## config.mk

```make
export PLATFORM = sky130hd
export DESIGN_NAME = cpu_acc_alu
export DESIGN_NICKNAME = d
export VERILOG_FILES = /design/src/rtl/cpu_pkg.sv /design/src/rtl/cpu_adder.sv /design/src/rtl/cpu_acc_alu.sv
export SDC_FILE = /design/constraint.sdc
export NUM_CORES = 1
export LEC_CHECK = 0
export BUFFER_PORTS_ARGS = -buffer_cell sky130_fd_sc_hd__buf_4
export CORE_AREA = 2 2 58 60
export CTS_BUF_LIST = sky130_fd_sc_hd__clkbuf_8
export DETAILED_ROUTE_END_ITERATION = 8
export DIE_AREA = 0 0 60 62
export PLACE_DENSITY_LB_ADDON = 0.25
export SYNTH_ARGS = -nofsm -noshare
export SYNTH_HDL_FRONTEND = slang
export SYNTH_SLANG_ARGS = --single-unit
export TNS_END_PERCENT = 5
```

## constraint.sdc

```tcl
create_clock -name clk -period 7.3 [get_ports clk]
set_input_delay 1.095 -clock clk [delete_from_list [all_inputs] [get_ports clk]]
set_output_delay 1.095 -clock clk [all_outputs]
set_load 0.005 [all_outputs]
```

## src/rtl/cpu_pkg.sv

```systemverilog
// Shared CPU definitions: operand_b operation codes and default datapath width,
// used by both the control FSM and the accumulator/ALU stage.
package cpu_pkg;

    localparam int DATA_WIDTH = 8;

    localparam logic [1:0] OPB_ARITH    = 2'b00;
    localparam logic [1:0] OPB_LOAD_INC = 2'b01;
    localparam logic [1:0] OPB_SHL      = 2'b10;
    localparam logic [1:0] OPB_HOLD     = 2'b11;

endpackage

```

## src/rtl/cpu_adder.sv

```systemverilog
// Combinational WIDTH-bit adder with optional inversion of b and a carry-in.
// Serves add, subtract (invert_b=1, cin=1) and increment (b=0, cin=1).
module cpu_adder #(
    parameter int WIDTH = cpu_pkg::DATA_WIDTH
) (
    input  logic [WIDTH-1:0] a,
    input  logic [WIDTH-1:0] b,
    input  logic             invert_b,
    input  logic             cin,
    output logic [WIDTH-1:0] sum,
    output logic             cout
);

    logic [WIDTH-1:0] b_eff;
    logic [WIDTH:0]   full;

    assign b_eff       = invert_b ? ~b : b;
    assign full        = {1'b0, a} + {1'b0, b_eff} + {{WIDTH{1'b0}}, cin};
    assign sum         = full[WIDTH-1:0];
    assign cout        = full[WIDTH];

endmodule

```

## src/rtl/cpu_acc_alu.sv

```systemverilog
// Accumulator/ALU stage downstream of the CPU control FSM.
// Optional sticky signed-overflow flag enabled by defining CPU_ACC_OVF_EN.
module cpu_acc_alu
    import cpu_pkg::*;
#(
    parameter int WIDTH = DATA_WIDTH
) (
    input  logic             clk,
    input  logic             rst,
    input  logic [WIDTH-1:0] operand_a,
    input  logic [1:0]       operand_b,
    input  logic             en_acc,
    input  logic             clr_acc,
    input  logic             carry_en,
    input  logic             substrate,
    input  logic             carry_flag,
    input  logic             wr_e,
    output logic             carry_f_in,
    output logic             zero,
`ifdef CPU_ACC_OVF_EN
    output logic             ovf,
`endif
    output logic [WIDTH-1:0] acc,
    output logic [WIDTH-1:0] data_out,
    output logic             data_out_en
);

    logic [WIDTH-1:0] add_b;
    logic             add_inv;
    logic             add_cin;
    logic [WIDTH-1:0] add_sum;
    logic             add_cout;
    logic [WIDTH-1:0] res;
    logic             co;
    logic [WIDTH-1:0] acc_next;

    cpu_adder #(.WIDTH(WIDTH)) u_adder (
        .a        (acc),
        .b        (add_b),
        .invert_b (add_inv),
        .cin      (add_cin),
        .sum      (add_sum),
        .cout     (add_cout)
    );

    // NOTE: every signal gets a default before the case so no path leaves it unassigned (no latch).
    always_comb begin
        add_b   = operand_a;
        add_inv = 1'b0;
        add_cin = 1'b0;
        res     = acc;
        co      = 1'b0;
        unique case (operand_b)
            OPB_ARITH: begin
                add_inv = substrate;
                add_cin = substrate ? 1'b1 : (carry_en & carry_flag);
                res     = add_sum;
                co      = add_cout;
            end
            OPB_LOAD_INC: begin
                if (carry_en) begin
                    add_b   = '0;
                    add_cin = 1'b1;
                    res     = add_sum;
                    co      = add_cout;
                end else begin
                    res = operand_a;
                end
            end
            OPB_SHL: begin
                res = {acc[WIDTH-2:0], 1'b0};
                co  = acc[WIDTH-1];
            end
            default: begin
                res = acc;
                co  = 1'b0;
            end
        endcase
    end

    assign acc_next    = clr_acc ? '0 : (en_acc ? res : acc);
    assign carry_f_in  = co;
    assign data_out    = wr_e ? acc : '0;
    assign data_out_en = wr_e;

    // NOTE: state registers use non-blocking assignments so all flops sample pre-edge values.
    always_ff @(posedge clk) begin
        if (rst) begin
            acc  <= '0;
            zero <= 1'b1;
        end else begin
            acc  <= acc_next;
            zero <= (acc_next == '0);
        end
    end

`ifdef CPU_ACC_OVF_EN
    logic b_sign;
    logic ovf_set;

    // Subtract compares against the sign of ~operand_a, the value the adder actually sees.
    assign b_sign  = substrate ? ~operand_a[WIDTH-1] : operand_a[WIDTH-1];
    assign ovf_set = en_acc && (operand_b == OPB_ARITH)
                     && (acc[WIDTH-1] == b_sign) && (res[WIDTH-1] != acc[WIDTH-1]);

    always_ff @(posedge clk) begin
        if (rst || clr_acc) begin
            ovf <= 1'b0;
        end else if (ovf_set) begin
            ovf <= 1'b1;
        end
    end
`endif

endmodule

```

Word level (Yosys, flattened, before mapping)
Cells that the tools add are included.

storage, ports and cells
  flip-flop bits (word level) = 9
  input bits = 18
  logic and storage cells = 24

cells by class
  add/sub/neg operators = 2
  equality and inequality tests = 2
  multiplexer cells = 14
  bitwise gates (word level) = 2
  reductions and logical operators = 2

operator list
  cell                                                                    count
  8-bit two-way mux                                                       7
  8-bit case mux with 3 select lines                                      1
  8-bit by 8-bit adder with 9-bit output                                  1
  9-bit by 1-bit adder with 9-bit output                                  1
  8-bit zero test                                                         1
  8-bit NOT                                                               1
  1-bit two-way mux                                                       4
  1-bit case mux with 3 select lines                                      1
  2-bit by 1-bit equality test with 1-bit output (second input constant)  1
  2-bit equality test (second input constant)                             1
  2-bit zero test                                                         1
  1-bit case mux with 2 select lines                                      1
  1-bit bitwise AND                                                       1

Logic depth before layout (Yosys ltp)
  depth after elaboration = 11
  gate-level depth with buffers = 13
  mapped depth without buffers = 12

Hierarchy
From an unflattened synthesis, not the netlist that was laid out.

second synthesis, totals
  cell total of the unflattened synthesis = 160
  area total of the unflattened synthesis = 1229.9 um^2

modules (own cells, without submodules)
  module       times used  cells an instance  area an instance (um^2)  sequential area each (um^2)
  cpu_acc_alu  1           107                812.0                    180.2
  cpu_adder    1           53                 417.9                    0.0

Worst setup path before layout
Ideal clock, no wire load.

  path type = input to output
  start = input port operand_b[0]
  end = output port carry_f_in
  data arrival time = 3253 ps
  required time = 6205 ps
  path slack = 2952 ps
  stages on the path = 10
  buffers on the path = 2
  path through = clkbuf_1 > clkbuf_1 > o21ai_0 > fa_1 > fa_1 > a31oi_1 > o21a_1 > nor2b_1 > o21ai_0 > a21oi_1

on the way
  word-level cells in the longest chain between the ends = 8

RTL lines
  what                                            RTL line           source
  from (decl)                                     cpu_acc_alu.sv:11  input logic [1:0] operand_b,
  2-bit by 1-bit equality test with 1-bit output  cpu_acc_alu.sv:53  unique case (operand_b)
  8-bit two-way mux                               cpu_acc_alu.sv:53
  8-bit NOT                                       cpu_adder.sv:17    assign b_eff = invert_b ? ~b : b;
  8-bit two-way mux                               cpu_adder.sv:17
  8-bit by 8-bit adder with 9-bit output          cpu_adder.sv:18    assign full = {1'b0, a} + {1'b0, b_eff} + {{WIDTH{1'b0}}, cin};
  9-bit by 1-bit adder with 9-bit output          cpu_adder.sv:18
  1-bit two-way mux                               cpu_acc_alu.sv:61  if (carry_en) begin
  1-bit case mux with 3 select lines (*)          cpu_acc_alu.sv:53
  to (decl)                                       cpu_acc_alu.sv:18  output logic carry_f_in,

Every way passes the cells marked *; elsewhere a longest branch is shown, timed or not.

Worst setup path after layout
Same ends and word-level chain as after synthesis.

==> metrics <==
Worst Max-Slew Pin Slew 0.625 ns; Final Net Count 215; Worst path max stage delay about 0.46 ns; Worst Skew between 0.003 and 0.004 ns; diode count 0; syn_area_per_cell 7.57 sq um; Setup Crit Path Kind in -> out; first-pass GRT wire length 5290 microns; vias in the first global route around 1100; CP Launch Type input pin; Worst IR Drop VDD 0.116 mV; Synth Instances 156; clock latency on the worst-skew pair around 0.24 ns; CTS sink count 9; WL final ~3400 microns; routed vias 1295; Final setup violation count 0; Non-Filler Instances 233; Yosys reg bits 9; number of CTS-inserted buffers 3; Synth Flop Type dfxtp_1; Initial DRC Count 42; io pins 37; critical-path maximum fanout 22; Slowest cell on crit path fa_1; placed instance count 229; Yosys Warn Count 0; routability cong. 0.817; worst setup margin between 2 and 2.5 ns; Via density 5.56; final hold vios 0; DRT Pass-1 Iters 4; grt total ovfl 0; Arr. time, crit path 3.72 ns; outcome completed; post-place setup slack 2.51 ns; RSZ-0062 raised after global routing no; Placeable Area 3180 sq um; placed cell area between 1000 and 1500 sq um; Tcrit/Tclk final 0.660; Worst setup EP type primary output; Async S/R FF share, synth 0; initial antenna violation count 0; Worst Hold Class reg -> reg; Synth cell types 50; most frequent cells in the layout buf_4, a21oi_1, nand2_1, o21ai_0, nor2_1; CTS root buf clkbuf_8; relative slew slack 0.573; Layout area overhead 27.5%; pwr dens 127 nW/um^2; sequential area share after synthesis 0.153; pin count of the biggest net entering global routing 23; crit-path cells buf_4 -> or2b_4 -> nand2_2 -> nand2_1 -> o21ai_0 -> fa_1 -> fa_1 -> a31oi_1 -> o21a_1 -> nor2b_1 -> o21ai_0 -> a21oi_1 -> buf_4; setup TNS 0 ns; CTS resizes 0; CTS max path bufs 2; max-cap viol count 0; most common cell after layout, fill and taps aside buf_4; DP HPWL 2700 microns; share of cells above drive strength 1 0.289; clock slew at reported path FFs 0.05 ns; all-layer global routing usage 0.195; total setup buffers inserted after CTS 0; Remaining DRCs 0; Leak 0.677 nW; Design Area, Final 1510 sq um; Worst EP required roughly 6.2 ns; port bufs 36; die width about 60 microns; # H-tree levels 1; f_max 0.208 GHz; die height 62 microns; crit path time final 4.81 ns; Initial Util 0.372; site row count 21; Cell Area, Synth about 1200 sq um; syn_nets about 180; Die ar. 3720 sq um; EDFF count, synth 0; fin. max-slew vios 0; wire per inst 14.5 microns; hold_buf cts 0; TritonCTS clock tree done; antenna-violating nets left 0
## area by class of cell
class                           count  area, sq um
Sequential cell                     9          180
Fill cell                         328         1670
Tap cell                           46         57.6
Multi-Input combinational cell    136          940
Clock buffer                        3         41.3
Timing Repair Buffer               36          270
Clock inverter                      1         5.00
Inverter                            2         12.5
## Yosys cell counts (2+ instances only)
cell | n | area (sq um)
fa_1 | 2 | 40.0
a21oi_1 | 15 | 75.1
clkbuf_1 | 4 | 15.0
nand3_1 | 4 | 20.0
nand2b_1 | 4 | 25.0
o21ai_0 | 13 | 65.1
and2b_1 | 3 | 22.5
or3_1 | 2 | 12.5
dfxtp_1 | 9 | 180
ha_1 | 7 | 87.6
a311o_1 | 2 | 20.0
mux2_2 | 7 | 78.8
and2_1 | 10 | 62.6
o22ai_1 | 2 | 12.5
xor2_1 | 2 | 17.5
nor2b_1 | 5 | 31.3
nand2_1 | 13 | 48.8
a21o_1 | 2 | 15.0
buf_2 | 3 | 15.0
nor2_1 | 13 | 48.8
o21a_1 | 4 | 30.0
nor3_1 | 2 | 10.0
## registers in the layout (all words and copies together) (netlist names)
signal	flops
zero	1
acc	8
## power breakdown
group | switching (mW) | total, mW | internal, mW
sequential | 0.00366 | 0.0560 | 0.0523
clock | 0.0220 | 0.0594 | 0.0374
combinational | 0.0397 | 0.0762 | 0.0365
total | 0.0653 | 0.192 | 0.126
## worst max-delay path, delay by kind of cell
kind                       cells  cell delay [ns]
and+or+nand+nor                4             0.57
adders and majority gates      2             0.89
AOI/OAI and AO/OA              5             0.85
buffers and inverters          2             0.31
## through the flow
| step | total power, mW | util | hold WS, ns |
|---|---|---|---|
| 6_report | 0.192 | 0.474 | 0.712 |
| 5_1_grt | 0.206 | 0.474 | 0.763 |
| 4_1_cts | 0.192 | 0.474 | 0.725 |
| 3_5_place_dp | 0.132 | 0.459 | 0.715 |
| 3_3_place_gp | 0.131 | 0.459 | 0.710 |
| 2_1_floorplan | 0.105 | - | 0.654 |
## kinds of logic after synthesis
logic type               Yosys count  share of synthesized area
AND/OR/NAND/NOR                   61                      0.272
AO/OA/AOI/OAI                     55                      0.318
buffers and inverters             11                     0.0519
adder cells (fa/ha/maj)            9                      0.108
flip-flops                         9                      0.153
multiplexers                       8                     0.0752
XOR/XNOR                           3                     0.0222
## worst paths after layout
check,endpoint,cells after the start,from,slack [ns]
setup reg to reg,zero,7,acc[0],4.88
hold reg to reg,acc[4],3,acc[4],0.71
setup / recovery,carry_f_in,13,operand_b[0],2.49
hold / removal,acc[4],3,acc[4],0.71
## per-layer routing
metal | vias up | wire, microns | part of all wire | global-route usage
met1 | 603 | 1420 | 0.42 | 0.228
met2 | 54 | 1730 | 0.51 | 0.346
met3 | 4 | 177 | 0.052 | 0.0455
met5 | - | 0 | 0 | 0
li1 | 634 | - | - | -
met4 | 0 | 51 | 0.015 | 0.0730
Note: power is estimated with default switching activity, not from simulation.
